$ cat config.mk
export PLATFORM = sky130hd
export DESIGN_NAME = tdm_demux_1x4_flat
export DESIGN_NICKNAME = d
export VERILOG_FILES = /design/src/rtl/tdm_demux_1x4_if.sv /design/src/rtl/tdm_demux_1x4.sv /design/src/flat_wrapper.sv
export SDC_FILE = /design/constraint.sdc
export NUM_CORES = 1
export LEC_CHECK = 0
export CORE_UTILIZATION = 30
export DETAILED_ROUTE_END_ITERATION = 6
export MAX_ROUTING_LAYER = met4
export SYNTH_ARGS = -nofsm -noshare
export SYNTH_HDL_FRONTEND = slang
export SYNTH_SLANG_ARGS = --single-unit
$ cat constraint.sdc
create_clock -name clk -period 1.6 [get_ports clk]
set_input_delay 0.16 -clock clk [delete_from_list [all_inputs] [get_ports clk]]
set_output_delay 0.16 -clock clk [all_outputs]
set_load 0.05 [all_outputs]
$ cat src/rtl/tdm_demux_1x4_if.sv
// Bus bundle for the 4-slot TDM receive block: shared input lane plus the
// per-channel frame outputs and status. The frame_cnt signal exists only when
// FRAME_CNT_EN is defined.
interface tdm_demux_1x4_if #(
  parameter int unsigned DATA_W = 8
`ifdef FRAME_CNT_EN
  ,
  parameter int unsigned CNT_W  = 16
`endif
);

  logic [DATA_W-1:0] din;
  logic              din_valid;
  logic              frame_sync;
  logic [DATA_W-1:0] Y0;
  logic [DATA_W-1:0] Y1;
  logic [DATA_W-1:0] Y2;
  logic [DATA_W-1:0] Y3;
  logic              frame_valid;
  logic              locked;
  logic [1:0]        slot;
  logic              sync_err;
`ifdef FRAME_CNT_EN
  logic [CNT_W-1:0]  frame_cnt;
`endif

  // Link-side driver of the TDM lane
  modport master (
    output din, din_valid, frame_sync,
    input  Y0, Y1, Y2, Y3, frame_valid, locked, slot, sync_err
`ifdef FRAME_CNT_EN
    ,
    input  frame_cnt
`endif
  );

  // Demux block
  modport slave (
    input  din, din_valid, frame_sync,
    output Y0, Y1, Y2, Y3, frame_valid, locked, slot, sync_err
`ifdef FRAME_CNT_EN
    ,
    output frame_cnt
`endif
  );

endinterface

$ cat src/rtl/tdm_demux_1x4.sv
// 4-slot TDM receive demultiplexer. Locks onto frame_sync, stages channels
// 0..2 and publishes all four channel words together when slot 3 arrives.
// Optional feature: define FRAME_CNT_EN to add the frame_cnt output.
module tdm_demux_1x4 #(
  parameter int unsigned DATA_W = 8
`ifdef FRAME_CNT_EN
  ,
  parameter int unsigned CNT_W  = 16
`endif
) (
  input  logic                clk,
  input  logic                rst,
  tdm_demux_1x4_if.slave      bus
);

  typedef enum logic {HUNT, LOCKED} state_t;

  state_t            state;
  logic [1:0]        slot_q;
  logic [DATA_W-1:0] ch0_q;
  logic [DATA_W-1:0] ch1_q;
  logic [DATA_W-1:0] ch2_q;
  logic [DATA_W-1:0] y0_q;
  logic [DATA_W-1:0] y1_q;
  logic [DATA_W-1:0] y2_q;
  logic [DATA_W-1:0] y3_q;
  logic              frame_valid_q;
  logic              sync_err_q;
  logic              locked_q;
`ifdef FRAME_CNT_EN
  logic [CNT_W-1:0]  frame_cnt_q;
`endif

  // Framing FSM, slot steering, staging and frame publication
  always_ff @(posedge clk or posedge rst) begin
    if (rst) begin
      state         <= HUNT;
      slot_q        <= 2'd0;
      ch0_q         <= '0;
      ch1_q         <= '0;
      ch2_q         <= '0;
      y0_q          <= '0;
      y1_q          <= '0;
      y2_q          <= '0;
      y3_q          <= '0;
      frame_valid_q <= 1'b0;
      sync_err_q    <= 1'b0;
      locked_q      <= 1'b0;
`ifdef FRAME_CNT_EN
      frame_cnt_q   <= '0;
`endif
    end else begin
      frame_valid_q <= 1'b0;
      sync_err_q    <= 1'b0;
      if (bus.din_valid) begin
        case (state)
          HUNT: begin
            // Unsynced beats are silently dropped while hunting
            if (bus.frame_sync) begin
              ch0_q    <= bus.din;
              slot_q   <= 2'd1;
              state    <= LOCKED;
              locked_q <= 1'b1;
            end
          end
          LOCKED: begin
            if (slot_q == 2'd0) begin
              if (bus.frame_sync) begin
                ch0_q  <= bus.din;
                slot_q <= 2'd1;
              end else begin
                // Missing sync where slot 0 was due: lose lock
                sync_err_q <= 1'b1;
                slot_q     <= 2'd0;
                state      <= HUNT;
                locked_q   <= 1'b0;
              end
            end else if (bus.frame_sync) begin
              // Early sync: abandon partial frame, restart at slot 0
              sync_err_q <= 1'b1;
              ch0_q      <= bus.din;
              slot_q     <= 2'd1;
            end else begin
              case (slot_q)
                2'd1:    ch1_q <= bus.din;
                2'd2:    ch2_q <= bus.din;
                default: begin
                  // Slot 3 bypasses staging so the frame lands in one edge
                  y0_q          <= ch0_q;
                  y1_q          <= ch1_q;
                  y2_q          <= ch2_q;
                  y3_q          <= bus.din;
                  frame_valid_q <= 1'b1;
`ifdef FRAME_CNT_EN
                  frame_cnt_q   <= frame_cnt_q + CNT_W'(1);
`endif
                end
              endcase
              slot_q <= slot_q + 2'd1;
            end
          end
          default: begin
            state    <= HUNT;
            locked_q <= 1'b0;
            slot_q   <= 2'd0;
          end
        endcase
      end
    end
  end

  assign bus.Y0          = y0_q;
  assign bus.Y1          = y1_q;
  assign bus.Y2          = y2_q;
  assign bus.Y3          = y3_q;
  assign bus.frame_valid = frame_valid_q;
  assign bus.locked      = locked_q;
  assign bus.slot        = slot_q;
  assign bus.sync_err    = sync_err_q;
`ifdef FRAME_CNT_EN
  assign bus.frame_cnt   = frame_cnt_q;
`endif

endmodule

$ cat src/flat_wrapper.sv
// flat-port wrapper written by rule: the top's interface ports become plain ports
module tdm_demux_1x4_flat 
#(
  parameter int unsigned DATA_W = 8

)
  (clk, rst, bus_din, bus_din_valid, bus_frame_sync, bus_Y0, bus_Y1, bus_Y2, bus_Y3, bus_frame_valid, bus_locked, bus_slot, bus_sync_err);
  tdm_demux_1x4_if #(.DATA_W(DATA_W)) bus_i ();
  input  logic clk;
  input  logic rst;
  input wire logic [$bits(bus_i.din)-1:0] bus_din;
  input wire logic [$bits(bus_i.din_valid)-1:0] bus_din_valid;
  input wire logic [$bits(bus_i.frame_sync)-1:0] bus_frame_sync;
  output wire logic [$bits(bus_i.Y0)-1:0] bus_Y0;
  output wire logic [$bits(bus_i.Y1)-1:0] bus_Y1;
  output wire logic [$bits(bus_i.Y2)-1:0] bus_Y2;
  output wire logic [$bits(bus_i.Y3)-1:0] bus_Y3;
  output wire logic [$bits(bus_i.frame_valid)-1:0] bus_frame_valid;
  output wire logic [$bits(bus_i.locked)-1:0] bus_locked;
  output wire logic [$bits(bus_i.slot)-1:0] bus_slot;
  output wire logic [$bits(bus_i.sync_err)-1:0] bus_sync_err;
  assign bus_i.din = bus_din;
  assign bus_i.din_valid = bus_din_valid;
  assign bus_i.frame_sync = bus_frame_sync;
  assign bus_Y0 = bus_i.Y0;
  assign bus_Y1 = bus_i.Y1;
  assign bus_Y2 = bus_i.Y2;
  assign bus_Y3 = bus_i.Y3;
  assign bus_frame_valid = bus_i.frame_valid;
  assign bus_locked = bus_i.locked;
  assign bus_slot = bus_i.slot;
  assign bus_sync_err = bus_i.sync_err;
  tdm_demux_1x4 #(.DATA_W(DATA_W)) u_core (.clk(clk), .rst(rst), .bus(bus_i));
endmodule
==> metrics.log <==
[metrics] number of hold buffers added after CTS: 0
[metrics] Slew headroom: 0.805
[metrics] pre-CTS setup slack: -0.137 ns
[metrics] final std cells w/o fill: 329
[metrics] startpoint kind of the worst setup timing path: register
[metrics] #FFs+latches synth: 62
[metrics] worst clock skew on the final layout: 0.00848 ns
[metrics] Period minus WS final: 1.59 ns
[metrics] overall track demand over capacity in global routing: 0.123
[metrics] CP max FO: 13
[metrics] initial DRC count: 64
[metrics] Worst setup EP type: register
[metrics] clk buf depth: 2
[metrics] weighted congestion reported at the end of routability-driven placement: 0.773
[metrics] top_reg_cell synth: sky130_fd_sc_hd__dfrtp_1
[metrics] outcome: finished clean
[metrics] capture point of the worst reg-to-reg path: u_core.bus.Y0[2]
[metrics] Data required, critical path: 1.82 ns
[metrics] Core ar.: 8300 um2
[metrics] clock tree from TritonCTS: done
[metrics] library cell occupying the most area in the post-synthesis netlist: sky130_fd_sc_hd__dfrtp_1
[metrics] average wire per cell in the routed design: 14.4 um
[metrics] Post-synth EDFFs: 0
[metrics] setup repair after global routing missed its margin: yes
[metrics] number of antenna diodes: 0
[metrics] Setup Crit Path Kind: register to register
[metrics] width of the chip: 95.0 um
[metrics] startpoint of the worst register-to-register path: u_core.bus.slot[0]
[metrics] Final Net Count: 236
[metrics] via count of the first global-routing pass: 1505
[metrics] Die Height: 95.0 um
[metrics] Slew @ Worst Pin: 0.291 ns
[metrics] GR Overflow Total: 0
[metrics] detailed-router iteration count before antenna repair: 4
[metrics] CTS Buf Count: 9
[metrics] clock slew at reported path FFs: 0.07 ns
[metrics] most used standard cells in the synthesized netlist: sky130_fd_sc_hd__dfrtp_1, sky130_fd_sc_hd__mux2_4, sky130_fd_sc_hd__mux2_2
[metrics] Netlist Area Pre-Place: 2590 um2
[metrics] Final Max Slew Viols: 0
[metrics] depth of the most critical reg-to-reg path: 7
[metrics] setup slack on the worst flop-to-flop path: 0.01 ns
[metrics] maximum VDD drop: 1.02 mV
[metrics] PwrDens: 2140 nW/um2
[metrics] total setup violations reported at the end of the flow: 0
[metrics] final period utilization: 0.993
[metrics] number of antenna violations at the first check in global routing: 0
[metrics] clock sinks: 62
[metrics] CP arrival: 1.81 ns
[metrics] path type of the worst min-delay path: input pin to asynchronous set/reset pin
[metrics] Via-to-Cell Ratio: 4.45
[metrics] layout overhead on the synthesized area: 33.3%
[metrics] DRC violation count after routing: 0
[metrics] final count of hold timing violations: 0
[metrics] number of levels in the clock H-tree: 3
[metrics] Lkg Pwr: 1.73 nW
[metrics] ys async rst share: 1.00
[metrics] Die Area: 9020 um2
[metrics] Max Cap Violations: 0
[metrics] cell types with the largest area share after synthesis: sky130_fd_sc_hd__dfrtp_1, sky130_fd_sc_hd__mux2_4, sky130_fd_sc_hd__mux2_2
[metrics] post-CTS setup buffer count: 0
[metrics] Worst Slack Setup Final: 0.0117 ns
[metrics] post-detail-place hpwl: 3290 um
[metrics] via count: 1463
[metrics] clock root buffer: sky130_fd_sc_hd__clkbuf_8
[metrics] Synth Net Count: 170
[metrics] clock latency on the worst-skew pair: 0.34 ns
[metrics] number of placed I/O pins: 49
[metrics] library cells used by synthesis: 25
[metrics] number of cells after detailed placement: 313
[metrics] port buffer count: 48
[metrics] number of synthesis warnings: 0
[metrics] pin count of the biggest net entering global routing: 29
[metrics] share of the synthesized area in the top cell type: 0.598
[metrics] synthesized instance count: 153
[metrics] sequential element share of the synthesized area: 0.598
[metrics] top-count cell post-synth: sky130_fd_sc_hd__dfrtp_1
[metrics] fraction of layout cells with a size suffix above 1: 0.598
[metrics] mean post-synth cell area: 17.0 um2
[metrics] upper clock frequency limit: 630 MHz
[metrics] final WL: 4740 um
[metrics] num rows: 33
[metrics] Routed Antenna Nets: 0
[metrics] initial core utilization: 0.313
[metrics] first-pass GRT wire length: 7720 um
[critical path: stages, from the launching register on]
cell                       delay (ns)
sky130_fd_sc_hd__dfrtp_2         0.37
sky130_fd_sc_hd__inv_2           0.05
sky130_fd_sc_hd__ha_4            0.16
sky130_fd_sc_hd__inv_2           0.06
sky130_fd_sc_hd__ha_4            0.17
sky130_fd_sc_hd__nand4b_4        0.16
sky130_fd_sc_hd__buf_12          0.20
sky130_fd_sc_hd__mux2_4          0.30
[report_power, final]
| group | switching, mW | internal (mW) |
|---|---|---|
| sequential | 0.360 | 2.17 |
| combinational | 2.06 | 1.55 |
| clock | 0.585 | 0.684 |
[routing by layer]
layer	global-route usage	wire, um
met5	-	0
met4	0.0455	85
met3	0.0523	301
met2	0.176	2080
met1	0.153	2270
[final cells by class]
class                   instances  area (um2)
flip-flops and latches         62        1550
clock inverters                 3        17.5
repair buffers                 61         552
inverters                       5        22.5
fillers                       770        4840
multi-input cells              80        1010
well taps                     105         131
clock buffers                  13         169
[state kept, by name, indices dropped and copies added (netlist names), 2 cells and up]
signal and flops:
u_core.bus.Y1 8, u_core.bus.Y3 8, u_core.bus.Y2 8, u_core.ch0_q 8
u_core.bus.slot 2, u_core.bus.Y0 8, u_core.ch2_q 8, u_core.ch1_q 8
[through the flow]
step	utilization	area, um2	TNS [ns]	power [mW]	hold WS, ns
detailed placement	0.392	3250	-3.27	6.18	0.491
floorplan	-	2640	-6.63	5.13	0.279
finish	0.417	3460	0	7.41	0.140
global placement	0.392	3250	-2.03	6.11	0.482
global route	0.417	3460	-1.22	7.79	0.142
CTS	0.416	3450	-0.0106	7.50	0.133
[cell usage in the layout (no fill, tap or decap), types with 2 or more instances in the layout]
master and instances:
sky130_fd_sc_hd__buf_12 5, sky130_fd_sc_hd__buf_4 44, sky130_fd_sc_hd__clkbuf_8 12, sky130_fd_sc_hd__clkdlybuf4s50_1 11, sky130_fd_sc_hd__clkinv_2 2, sky130_fd_sc_hd__clkinvlp_4 2, sky130_fd_sc_hd__dfrtp_1 60, sky130_fd_sc_hd__dfrtp_2 2
sky130_fd_sc_hd__ha_1 3, sky130_fd_sc_hd__ha_4 2, sky130_fd_sc_hd__inv_2 3, sky130_fd_sc_hd__mux2_2 24, sky130_fd_sc_hd__mux2_4 32, sky130_fd_sc_hd__nand2_1 2
[kinds of logic after synthesis]
logic type      share of synthesized area
flops                               0.598
mux                                 0.287
simple gates                       0.0507
compound gates                     0.0130
fa+ha+maj                          0.0241
buf+inv                            0.0275
[what timing repair did]
item | CTS | global route
endpoints found under the setup margin | 8 | 40
resized for setup | 3 | 1
pin swaps | 0 | 0
[worst max path at each step]
stage | start | to | slack [ns] | depth (start not counted)
final | u_core.bus.slot[0] | u_core.bus.Y0[2] | 0.01 | 7
after floorplan | u_core.bus.slot[1] | u_core.bus.Y0[0] | -0.18 | 7
after global placement | bus_din_valid | u_core.ch2_q[3] | -0.08 | 4
after detailed placement | bus_din_valid | u_core.ch2_q[0] | -0.14 | 4
after CTS | u_core.bus.slot[0] | u_core.ch2_q[0] | -0.004 | 6
after global routing | u_core.bus.slot[0] | u_core.bus.Y0[6] | -0.05 | 7
Note: power is estimated with default switching activity, not from simulation.
==> RTL edit (config.mk and constraints unchanged) <==
`DATA_W` is set to 8 in 3 places; all go to 6.
--- a/src/rtl/tdm_demux_1x4_if.sv
+++ b/src/rtl/tdm_demux_1x4_if.sv
@@ -4,3 +4,3 @@
 interface tdm_demux_1x4_if #(
-  parameter int unsigned DATA_W = 8
+  parameter int unsigned DATA_W = 6
 `ifdef FRAME_CNT_EN
--- a/src/rtl/tdm_demux_1x4.sv
+++ b/src/rtl/tdm_demux_1x4.sv
@@ -4,3 +4,3 @@
 module tdm_demux_1x4 #(
-  parameter int unsigned DATA_W = 8
+  parameter int unsigned DATA_W = 6
 `ifdef FRAME_CNT_EN
--- a/src/flat_wrapper.sv
+++ b/src/flat_wrapper.sv
@@ -3,3 +3,3 @@
 #(
-  parameter int unsigned DATA_W = 8
+  parameter int unsigned DATA_W = 6
 
Ports: changed (5 resized); port bits go from 49 to 39. No check against the original RTL was run, so the function may have changed too.
==> RTL edit against the unedited design <==
- synthesized area fell by 25%
- non-clock buffer count fell by 11
- wire length fell by 22%
- worst setup slack improved by 0.025 ns
- fmax rose by 1.6%
- die area fell by 24%
- sequential cell count fell by 14
- power fell by 25%
- clock skew fell by 0.0024 ns
- cell area fell by 25%
- sequential power fell by 23%
- highest routed layer unchanged
==> RTL edit: results (changes against the unedited design) <==
* Clk slew on worst S/H paths at 0.09 ns (+0.02 ns)
* Post-Place Cells at 243 (-22%)
* First-pass GRT wire length at 5800 um (-25%)
* Bufs w/o clock at 50 (-18%)
* Wire per inst at 14.8 um (+2.4%)
* DR pass1 iterations at 3 (-1)
* Post-Syn Nets at 138 (-19%)
* M1 GR Usage at 14.7% (-0.62 points)
* DPL Wire Length at 2640 um (-20%)
* Max stage delay on crit path at 0.41 ns (+0.04 ns)
* First DRT Iteration DRCs at 49 (-23%)
* Rel. slew slack at 75.8% (-4.7 points)
* Placement Setup Slack at -0.0721 ns (+0.0651 ns)
* Area contributors post-synth: dfrtp_1 62%, mux2_2 24%, ha_1 3.2%
* M2 GR Usage at 18.8% (+1.2 points)
* Synth cell count leaders: 48 x dfrtp_1, 41 x mux2_2, 5 x ha_1, 5 x inv_1
* DR vias at 1175 (-20%)
* Syn Area/Cell at 15.8 sq um (-6.6%)
* Multi-input combinational area share at 28.0% (-1.3 points)
* Total GRT Usage at 12.0% (-0.31 points)
* Data buffer area share at 16.8% (+0.84 points)
* Non-filler instance count after layout at 252 (-23%)
* Met3 WL at 223 um (-26%)
* Final net count at 191 (-19%)
* Fill count at 590 (-23%)
* Routability Congestion at 0.774 (+0.18%)
* Static leakage at 1.25 nW (-28%)
* Clock-cell share at 4.44% (-0.95 points)
* Status: finished, final reports clean
* Unique masters post-synth at 23 (-8.0%)
* Largest net degree at the start of global routing at 49 (+69%)
* Worst-skew pair later-pin latency at 0.29 ns (-0.05 ns)
==> RTL edit: power by group <==
part / internal, mW / switching (mW)
registers: 1.68 / 0.280
logic: 1.08 / 1.61
clock network: 0.471 / 0.414
==> RTL edit: cell families after synthesis <==
family,Yosys count,share of synthesized area [%]
simple gates,15,5.98
mux,42,24.3
flops,48,61.7
compound gates,4,1.74
fa+ha+maj,5,3.21
buf+inv,9,3.08
==> RTL edit: final timing paths <==
check,startpoint,endpoint,slack (ns),cells past startpoint
setup / recovery,u_core.bus.slot[1]$_DFFE_PP0P_,u_core.bus.Y0[4]$_DFFE_PP0P_,0.04,7
min in group clk,u_core.ch0_q[5]$_DFFE_PP0P_,u_core.bus.Y0[5]$_DFFE_PP0P_,0.51,1
hold / removal,rst,u_core.bus.Y0[1]$_DFFE_PP0P_,0.22,3
setup reg to reg,u_core.bus.slot[1]$_DFFE_PP0P_,u_core.bus.Y0[4]$_DFFE_PP0P_,0.04,7
max in group asynchronous,rst,u_core.bus.slot[0]$_DFFE_PP0P_,1.15,3
hold reg to reg,u_core.ch0_q[5]$_DFFE_PP0P_,u_core.bus.Y0[5]$_DFFE_PP0P_,0.51,1
==> RTL edit: worst reg2reg max path: cells and delay by family, from the launching register on <==
kind,cells,cell delay (ns)
adders and majority gates,2,0.30
and+or+nand+nor,1,0.10
buffers and inverters,3,0.29
DFF,1,0.41
muxes,1,0.35
==> RTL edit: per-stage QoR <==
stage	instance area (sq um)	hold slack, ns	setup TNS (ns)
2_1_floorplan	1980	0.231	-3.30
3_3_place_gp	2460	0.482	-0.609
3_5_place_dp	2460	0.490	-1.59
4_1_cts	2570	0.224	0
5_1_grt	2590	0.269	-0.362
6_report	2590	0.217	0
